File: src/rtl/pin_lock_ctrl_if.sv
// Keypad-side bundle between the debounced front end and the PIN lock controller.
interface pin_lock_ctrl_if #(
  parameter int unsigned MAX_FAIL = 3
);
  localparam int unsigned FW = $clog2(MAX_FAIL + 1);

  logic          enter;
  logic [1:0]    digit;
  logic          clear;
  logic          open;
  logic          locked_out;
  logic          fail_pulse;
  logic [FW-1:0] fail_cnt;
  logic [2:0]    state_dbg;

  modport master (
    output enter, digit, clear,
    input  open, locked_out, fail_pulse, fail_cnt, state_dbg
  );

  modport slave (
    input  enter, digit, clear,
    output open, locked_out, fail_pulse, fail_cnt, state_dbg
  );
endinterface

File: src/rtl/pin_lock_ctrl.sv
// 3-digit PIN entry sequencer with timed unlock, entry timeout and failure lockout.
module pin_lock_ctrl #(
  parameter logic [1:0]  CODE0          = 2'b00,
  parameter logic [1:0]  CODE1          = 2'b01,
  parameter logic [1:0]  CODE2          = 2'b10,
  parameter int unsigned MAX_FAIL       = 3,
  parameter int unsigned OPEN_CYCLES    = 500,
  parameter int unsigned LOCK_CYCLES    = 1000,
  parameter int unsigned TIMEOUT_CYCLES = 2000
) (
  input  logic           clk,
  input  logic           rst,
  pin_lock_ctrl_if.slave bus
);

  localparam int unsigned MAX_OL = (OPEN_CYCLES > LOCK_CYCLES) ? OPEN_CYCLES : LOCK_CYCLES;
  localparam int unsigned MAX_T  = (MAX_OL > TIMEOUT_CYCLES) ? MAX_OL : TIMEOUT_CYCLES;
  localparam int unsigned TW     = $clog2(MAX_T + 1);
  localparam int unsigned FW     = $clog2(MAX_FAIL + 1);

  typedef enum logic [2:0] {
    S_IDLE    = 3'b000,
    S_GOT1    = 3'b001,
    S_GOT2    = 3'b010,
    S_EVAL    = 3'b011,
    S_OPEN    = 3'b100,
    S_FAIL    = 3'b101,
    S_LOCKOUT = 3'b110
  } state_t;

  state_t        state_q, state_d;
  logic          err_q, err_d;
  logic [TW-1:0] timer_q, timer_d;
  logic [FW-1:0] fail_cnt_q, fail_cnt_d;
  logic          open_q, locked_q, fail_pulse_q;
  logic          timeout;

  // Digit-wait expiry shared by GOT1 and GOT2.
  assign timeout = (timer_q == TW'(TIMEOUT_CYCLES - 1));

  // State, error flag, timer, failure count and decoded outputs.
  always_ff @(posedge clk or posedge rst) begin
    if (rst) begin
      state_q      <= S_IDLE;
      err_q        <= 1'b0;
      timer_q      <= '0;
      fail_cnt_q   <= '0;
      open_q       <= 1'b0;
      locked_q     <= 1'b0;
      fail_pulse_q <= 1'b0;
    end else begin
      state_q      <= state_d;
      err_q        <= err_d;
      timer_q      <= timer_d;
      fail_cnt_q   <= fail_cnt_d;
      open_q       <= (state_d == S_OPEN);
      locked_q     <= (state_d == S_LOCKOUT);
      fail_pulse_q <= (state_d == S_FAIL);
    end
  end

  // Next-state, error accumulation and failure bookkeeping.
  always_comb begin
    state_d    = state_q;
    err_d      = err_q;
    fail_cnt_d = fail_cnt_q;
    case (state_q)
      S_IDLE: begin
        if (bus.enter) begin
          state_d = S_GOT1;
          err_d   = (bus.digit != CODE0);
        end
      end
      S_GOT1: begin
        if (bus.clear) begin
          state_d = S_IDLE;
          err_d   = 1'b0;
        end else if (bus.enter) begin
          state_d = S_GOT2;
          err_d   = err_q | (bus.digit != CODE1);
        end else if (timeout) begin
          state_d = S_IDLE;
          err_d   = 1'b0;
        end
      end
      S_GOT2: begin
        if (bus.clear) begin
          state_d = S_IDLE;
          err_d   = 1'b0;
        end else if (bus.enter) begin
          state_d = S_EVAL;
          err_d   = err_q | (bus.digit != CODE2);
        end else if (timeout) begin
          state_d = S_IDLE;
          err_d   = 1'b0;
        end
      end
      S_EVAL: begin
        err_d = 1'b0;
        if (!err_q) begin
          state_d    = S_OPEN;
          fail_cnt_d = '0;
        end else if ((32'(fail_cnt_q) + 32'd1) == MAX_FAIL) begin
          state_d    = S_LOCKOUT;
          fail_cnt_d = FW'(MAX_FAIL);
        end else begin
          state_d    = S_FAIL;
          fail_cnt_d = fail_cnt_q + FW'(1);
        end
      end
      S_FAIL: state_d = S_IDLE;
      S_OPEN: begin
        if (timer_q == TW'(OPEN_CYCLES - 1)) state_d = S_IDLE;
      end
      S_LOCKOUT: begin
        if (timer_q == TW'(LOCK_CYCLES - 1)) begin
          state_d    = S_IDLE;
          fail_cnt_d = '0;
        end
      end
      default: begin
        state_d = S_IDLE;
        err_d   = 1'b0;
      end
    endcase
  end

  // Single timer restarts on every state change.
  always_comb begin
    timer_d = timer_q + TW'(1);
    if (state_d != state_q) timer_d = '0;
  end

  assign bus.open       = open_q;
  assign bus.locked_out = locked_q;
  assign bus.fail_pulse = fail_pulse_q;
  assign bus.fail_cnt   = fail_cnt_q;
  assign bus.state_dbg  = state_q;

endmodule

File: src/flat_wrapper.sv
// flat-port wrapper written by rule: the top's interface ports become plain ports
module pin_lock_ctrl_flat 
#(
  parameter logic [1:0]  CODE0          = 2'b00,
  parameter logic [1:0]  CODE1          = 2'b01,
  parameter logic [1:0]  CODE2          = 2'b10,
  parameter int unsigned MAX_FAIL       = 3,
  parameter int unsigned OPEN_CYCLES    = 500,
  parameter int unsigned LOCK_CYCLES    = 1000,
  parameter int unsigned TIMEOUT_CYCLES = 2000
)
  (clk, rst, bus_enter, bus_digit, bus_clear, bus_open, bus_locked_out, bus_fail_pulse, bus_fail_cnt, bus_state_dbg);
  pin_lock_ctrl_if #(.MAX_FAIL(MAX_FAIL)) bus_i ();
  input  logic clk;
  input  logic rst;
  input wire logic [$bits(bus_i.enter)-1:0] bus_enter;
  input wire logic [$bits(bus_i.digit)-1:0] bus_digit;
  input wire logic [$bits(bus_i.clear)-1:0] bus_clear;
  output wire logic [$bits(bus_i.open)-1:0] bus_open;
  output wire logic [$bits(bus_i.locked_out)-1:0] bus_locked_out;
  output wire logic [$bits(bus_i.fail_pulse)-1:0] bus_fail_pulse;
  output wire logic [$bits(bus_i.fail_cnt)-1:0] bus_fail_cnt;
  output wire logic [$bits(bus_i.state_dbg)-1:0] bus_state_dbg;
  assign bus_i.enter = bus_enter;
  assign bus_i.digit = bus_digit;
  assign bus_i.clear = bus_clear;
  assign bus_open = bus_i.open;
  assign bus_locked_out = bus_i.locked_out;
  assign bus_fail_pulse = bus_i.fail_pulse;
  assign bus_fail_cnt = bus_i.fail_cnt;
  assign bus_state_dbg = bus_i.state_dbg;
  pin_lock_ctrl #(.CODE0(CODE0), .CODE1(CODE1), .CODE2(CODE2), .MAX_FAIL(MAX_FAIL), .OPEN_CYCLES(OPEN_CYCLES), .LOCK_CYCLES(LOCK_CYCLES), .TIMEOUT_CYCLES(TIMEOUT_CYCLES)) u_core (.clk(clk), .rst(rst), .bus(bus_i));
endmodule
File: config.mk
export PLATFORM = sky130hd
export DESIGN_NAME = pin_lock_ctrl_flat
export DESIGN_NICKNAME = d
export VERILOG_FILES = /design/src/rtl/pin_lock_ctrl_if.sv /design/src/rtl/pin_lock_ctrl.sv /design/src/flat_wrapper.sv
export SDC_FILE = /design/constraint.sdc
export NUM_CORES = 1
export LEC_CHECK = 0
export BUFFER_PORTS_ARGS = -buffer_cell sky130_fd_sc_hd__buf_4
export CAP_MARGIN = 25
export CORE_MARGIN = 2
export CORE_UTILIZATION = 40
export CTS_BUF_LIST = sky130_fd_sc_hd__clkbuf_2
export CTS_CLUSTER_SIZE = 16
export DETAILED_ROUTE_END_ITERATION = 12
export PLACE_DENSITY = 0.56
export RECOVER_POWER = 50
export SYNTH_ARGS = -nofsm -noshare
export SYNTH_HDL_FRONTEND = slang
export SYNTH_SLANG_ARGS = --single-unit
File: constraint.sdc
create_clock -name clk -period 3.9 [get_ports clk]
set_clock_uncertainty 0.2 [all_clocks]
set_input_delay 0.78 -clock clk [delete_from_list [all_inputs] [get_ports clk]]
set_output_delay 0.78 -clock clk [all_outputs]
set_load 0.03 [all_outputs]
# Word-level counts from Yosys, hierarchy flattened
# Cells that the tools add are included.
# W data, S select, Z words.
[word_totals]
ff_bits = 20
inputBits = 6
output_inout_bits = 8
wordCells = 60
[classes]
n_addsub = 3
n_eq_ne = 18
n_mux = 23
bitwise_logic = 3
n_reduce_logical = 6
[ops]
columns = ["op", "n"]
rows = [
  ["$eq A32 B2 Y1 const B", 1],
  ["$mux W3", 9],
  ["$eq A3 B3 Y1 const B", 6],
  ["$pmux W3 S6", 1],
  ["$add A11 B1 Y11 const B", 1],
  ["$eq A11 B10 Y1 const B", 1],
  ["$eq A11 B11 Y1 const B", 1],
  ["$eq A11 B9 Y1 const B", 1],
  ["$mux W11", 1],
  ["$mux W2", 4],
  ["$eq A3 B2 Y1 const B", 2],
  ["$mux W1", 6],
  ["$ne A2 B1 Y1 const B", 2],
  ["$ne A2 B2 Y1 const B", 2],
  ["$pmux W1 S4", 1],
  ["$pmux W2 S2", 1],
  ["$reduce_and A2 Y1", 2],
  ["$reduce_bool A2 Y1", 2],
  ["$add A2 B1 Y3 const B", 1],
  ["$eq A3 B1 Y1 const B", 1],
  ["$logic_not A3 Y1", 1],
  ["$ne A3 B3 Y1", 1],
  ["$reduce_or A3 Y1", 1],
  ["$add A2 B1 Y2 const B", 1],
  ["2 further kinds", 3],
]

# Logic depth before layout (Yosys ltp)
[depth]
word_depth = 7
mapped_depth = 8
ltp_nobuf = 6

# Least setup slack after synthesis
# Ideal clock, no wire load.
[synth_timing]
path_kind = "input to register"
from = "input port bus_enter"
to = "register u_core.timer_q[10]"
setup_ns = 0.119
arrival_ns = 2.307
required_time_ns = 3.581
path_slack_ns = 1.274
stages = 7
path_buffers = 2
cell_sequence = "or3b_1 -> or4_1 -> buf_2 -> and3_2 -> o32ai_2 -> buf_6 -> nor2_1"
[synth_via]
elab_chain_len = 5
word_cells_on_any_way = 8
[synth_rtl]
columns = ["element", "line_no", "text"]
rows = [
  ["start: declaration", "flat_wrapper.sv:16", "input wire logic [$bits(bus_i.enter)-1:0] bus_enter;"],
  ["$mux W3 (on tied branches)", "pin_lock_ctrl.sv:90, pin_lock_ctrl.sv:78", ""],
  ["$mux W3 (on tied branches)", "pin_lock_ctrl.sv:87, pin_lock_ctrl.sv:75", ""],
  ["$pmux W3 S6 (*)", "pin_lock_ctrl.sv:67", "case (state_q)"],
  ["$ne A3 B3 Y1 (*)", "pin_lock_ctrl.sv:131", "if (state_d != state_q) timer_d = '0;"],
  ["$mux W11 (*)", "pin_lock_ctrl.sv:131", ""],
  ["named net u_core.timer_d[10]", "pin_lock_ctrl.sv:33", "logic [TW-1:0] timer_q, timer_d;"],
  ["end signal: assignment", "pin_lock_ctrl.sv:54", "timer_q <= timer_d;"],
  ["end: declaration", "pin_lock_ctrl.sv:33", ""],
]
# Mark *: on every way through the listed nets, which the timed path passes. The rest lies on a longest branch.
# A chain may end at the register's enable or synchronous reset.

# Final worst setup path
[layout_timing]
from = "register u_core.timer_q[0]"
to = "register u_core.timer_q[2]"
[layout_via]
elab_chain_len = 7
word_cells_on_any_way = 14
[layout_rtl]
columns = ["element", "line_no", "text"]
rows = [
  ["$eq A11 B11 Y1", "pin_lock_ctrl.sv:39", "assign timeout = (timer_q == TW'(TIMEOUT_CYCLES - 1));"],
  ["$mux W3", "pin_lock_ctrl.sv:81, pin_lock_ctrl.sv:93", ""],
  ["$mux W3 (on tied branches)", "pin_lock_ctrl.sv:90, pin_lock_ctrl.sv:78", ""],
  ["$mux W3 (on tied branches)", "pin_lock_ctrl.sv:87, pin_lock_ctrl.sv:75", ""],
  ["$pmux W3 S6", "pin_lock_ctrl.sv:67", ""],
  ["$ne A3 B3 Y1", "pin_lock_ctrl.sv:131", ""],
  ["$mux W11 (*)", "pin_lock_ctrl.sv:131", ""],
  ["named net u_core.timer_d[2]", "pin_lock_ctrl.sv:33", ""],
]
# Marked as above.

==> flow_summary.json <==
{
  "crit_arrival_ns": 2.84,
  "crit_path_top_delay_cell": "or4_1",
  "max_stage_delay_ns": 0.66,
  "clkTransAtPathRegs_ns": 0.21,
  "place_inst": 162,
  "worstSetupPathType": "reg -> reg",
  "startpoint_type": "register",
  "cts_tree": "done",
  "multi_input_area_um2": 639,
  "netlist_area_mm2": 0.00120,
  "crit_required_ns": 3.93,
  "yosys_warnings": 0,
  "reg2reg_slack_ns": 1.10,
  "io_pins": 14,
  "htree_num_levels": 1,
  "rr_worst_depth": 6,
  "min_path_type": "reg -> reg",
  "synth_edf_count": 0,
  "cts_setup_buffers": 0,
  "run_status": "finished with violations",
  "diodes": 0,
  "syn_avg_cell_area_um2": 9.53,
  "die_height_um": 58.8,
  "clkLatencyLatePin_ns": 0.34,
  "die_w_um": 58.8,
  "gp_congestion": 0.760,
  "max_freq_mhz": 357,
  "ys_top_cells_by_count": "dfrtp_1 (20), nor2_1 (20), nand2_1 (7)",
  "nFillCells": 290,
  "nets": 144,
  "rows": 19,
  "synth_seq_area_share_pct": 41.7,
  "grt_usage_pct": 15.8,
  "crit_path_end_kind": "register",
  "violations": "DRC",
  "clock-sinks": 20,
  "syn_inst": 126,
  "max-clock-path-buffers": 2,
  "grt_max_degree": 21,
  "routed_wl_um": 2470,
  "first_pass_iters": 8,
  "synthMuxAreaShare_pct": 0,
  "synthXorXnorAreaFrac_pct": 6.56,
  "power_density_mw_per_mm2": 547,
  "viasPerCell": 5.70,
  "synthSimpleGateAreaFrac_pct": 28.5,
  "coreArea_mm2": 0.00281,
  "hold_path_depth": 1,
  "routedWlPerCell_um": 14.9,
  "cts_resized": 0,
  "antenna_found_initial": 0,
  "tightestPinTransition_ns": 0.759,
  "postCtsHoldBufs": 0,
  "p_leak_nw": 0.594,
  "yosys.area.top_type": "dfrtp_1",
  "reg2reg_from": "u_core.timer_q[0]",
  "overflow": 0,
  "grt_pass1_vias": 906,
  "synth_top_area_share_pct": 41.7,
  "fin_crit_ns": 2.80,
  "syn_to_final_growth_pct": 11.2,
  "portBuffers": 13,
  "syn_nets": 134,
  "hold_viol": 0,
  "cp_max_fo": 11,
  "start_util_pct": 42.8,
  "drt_iter0_drc": 20,
  "min_to": "u_core.timer_q[0]",
  "setup_viol": 0,
  "min_from": "u_core.timer_q[0]",
  "drc": 1,
  "rsz0062_at_grt": "no",
  "slew_violations": 0,
  "root_buffer": "clkbuf_2",
  "drive_above_1_share_pct": 17.0,
  "irDropWorstVdd_v": 0.000283,
  "grt_pass1_wl_um": 4150,
  "dp_hpwl_um": 1750,
  "max_cap_violations": 0,
  "synth_ff_type": "dfrtp_1",
  "vias": 946,
  "regArea_um2": 500,
  "cts_buffers": 3,
  "post-route-period-util_pct": 71.9,
  "synthArstFlopShare_pct": 100,
  "fin_setup_tns_ns": 0,
  "worstPathCellList": "ha_1, nand3_1, or4_1, and3_2, o32ai_2, nor2_1",
  "synth_top_family_by_area": "simple AND/OR/NAND/NOR gates",
  "yosysUniqueCellTypes": 47,
  "synth_compound_area_share_pct": 16.0,
  "synthTopCellsByArea": "dfrtp_1 (42%), nor2_1 (6.3%), xnor2_1 (4.4%)",
  "dieArea_mm2": 0.00346,
  "ys_ff_latch": 20,
  "antenna_left": 0,
  "stdcell_count": 166,
  "reg2reg_to": "u_core.timer_q[2]",
  "slew_headroom_pct": 49.4,
  "synth_fa_ha_area_share_pct": 2.08
}
==> state kept, by name (all words and copies together) (netlist names) <==
| register | count |
|---|---|
| u_core.timer_q | 11 |
| u_core.bus.state_dbg | 3 |
| u_core.bus.locked_out | 1 |
| u_core.bus.fail_cnt | 2 |
| u_core.err_q | 1 |
| u_core.bus.fail_pulse | 1 |
| u_core.bus.open | 1 |
==> logic make-up after synthesis <==
kind of cell / after synthesis
AO/OA/AOI/OAI: 21
adder cells (fa/ha/maj): 2
flip-flops: 20
buffers and inverters: 13
XOR/XNOR: 9
AND/OR/NAND/NOR: 61
==> metal layers <==
metal / GRT usage [%] / part of all wire (%) / routed length, um
met1: 23.2 / 51 / 1260
met2: 23.5 / 44 / 1080
met3: 2.42 / 3.5 / 87
met4: 5.84 / 1.6 / 40
met5: 0 / 0 / 0
==> how the worst max path moves through the flow <==
stage                                    end  slack, ns              start  cells past startpoint
after global routing       u_core.timer_q[8]       0.90  u_core.timer_q[0]                      6
final                      u_core.timer_q[2]       1.10  u_core.timer_q[0]                      6
after floorplan           u_core.timer_q[10]       1.27          bus_enter                      7
after CTS                  u_core.timer_q[2]       1.10  u_core.timer_q[0]                      6
after global placement     u_core.timer_q[6]       0.79          bus_enter                      6
after detailed placement   u_core.timer_q[2]       0.74          bus_enter                      6
==> metrics by stage <==
stage	area [um2]	hold WS (ns)	setup WS [ns]	utilization (%)	power [mW]
4_1_cts	1340	0.297	1.10	47.8	0.733
6_report	1340	0.304	1.10	47.6	0.731
3_3_place_gp	1290	0.270	0.785	46.2	0.570
3_5_place_dp	1290	0.273	0.739	46.2	0.574
5_1_grt	1340	0.333	0.896	47.6	0.775
2_1_floorplan	1200	0.244	1.27	-	0.512
==> final cells by class <==
class	count	area share, %
clock inverter	1	2.25
sequential	20	37.5
multi-input combinational	93	47.8
clock buffer	3	1.12
timing repair buffer	13	7.02
inverter	5	1.40
tap	31	2.90
==> critical path: cells and delay by family (launching register included) <==
| kind | cells | cell delay (ns) |
|---|---|---|
| adders and majority gates | 1 | 0.22 |
| and+or+nand+nor | 4 | 1.20 |
| AOI/OAI and AO/OA | 1 | 0.64 |
| DFF | 1 | 0.43 |
==> placed cells by master, fill, tap and decap left out, types with 2 or more instances in the layout <==
cell,instances
inv_1,5
buf_4,11
a21oi_1,3
nand2b_1,2
nand3b_1,2
xor2_1,3
ha_1,2
dfrtp_1,20
nor2_1,20
clkbuf_2,3
xnor2_1,6
nor3_1,4
or4_1,2
nor3b_1,4
nand3_1,6
and3b_1,2
nor2b_1,2
or3b_2,2
nand2_1,7
==> where the power goes <==
| part | switching, mW | internal [mW] | total, mW |
|---|---|---|---|
| Sequential | 0.0750 | 0.240 | 0.315 |
| Combinational | 0.143 | 0.111 | 0.254 |
| Clock | 0.0729 | 0.0884 | 0.161 |
| Total | 0.291 | 0.439 | 0.731 |
(Power assumes the default switching activity.)
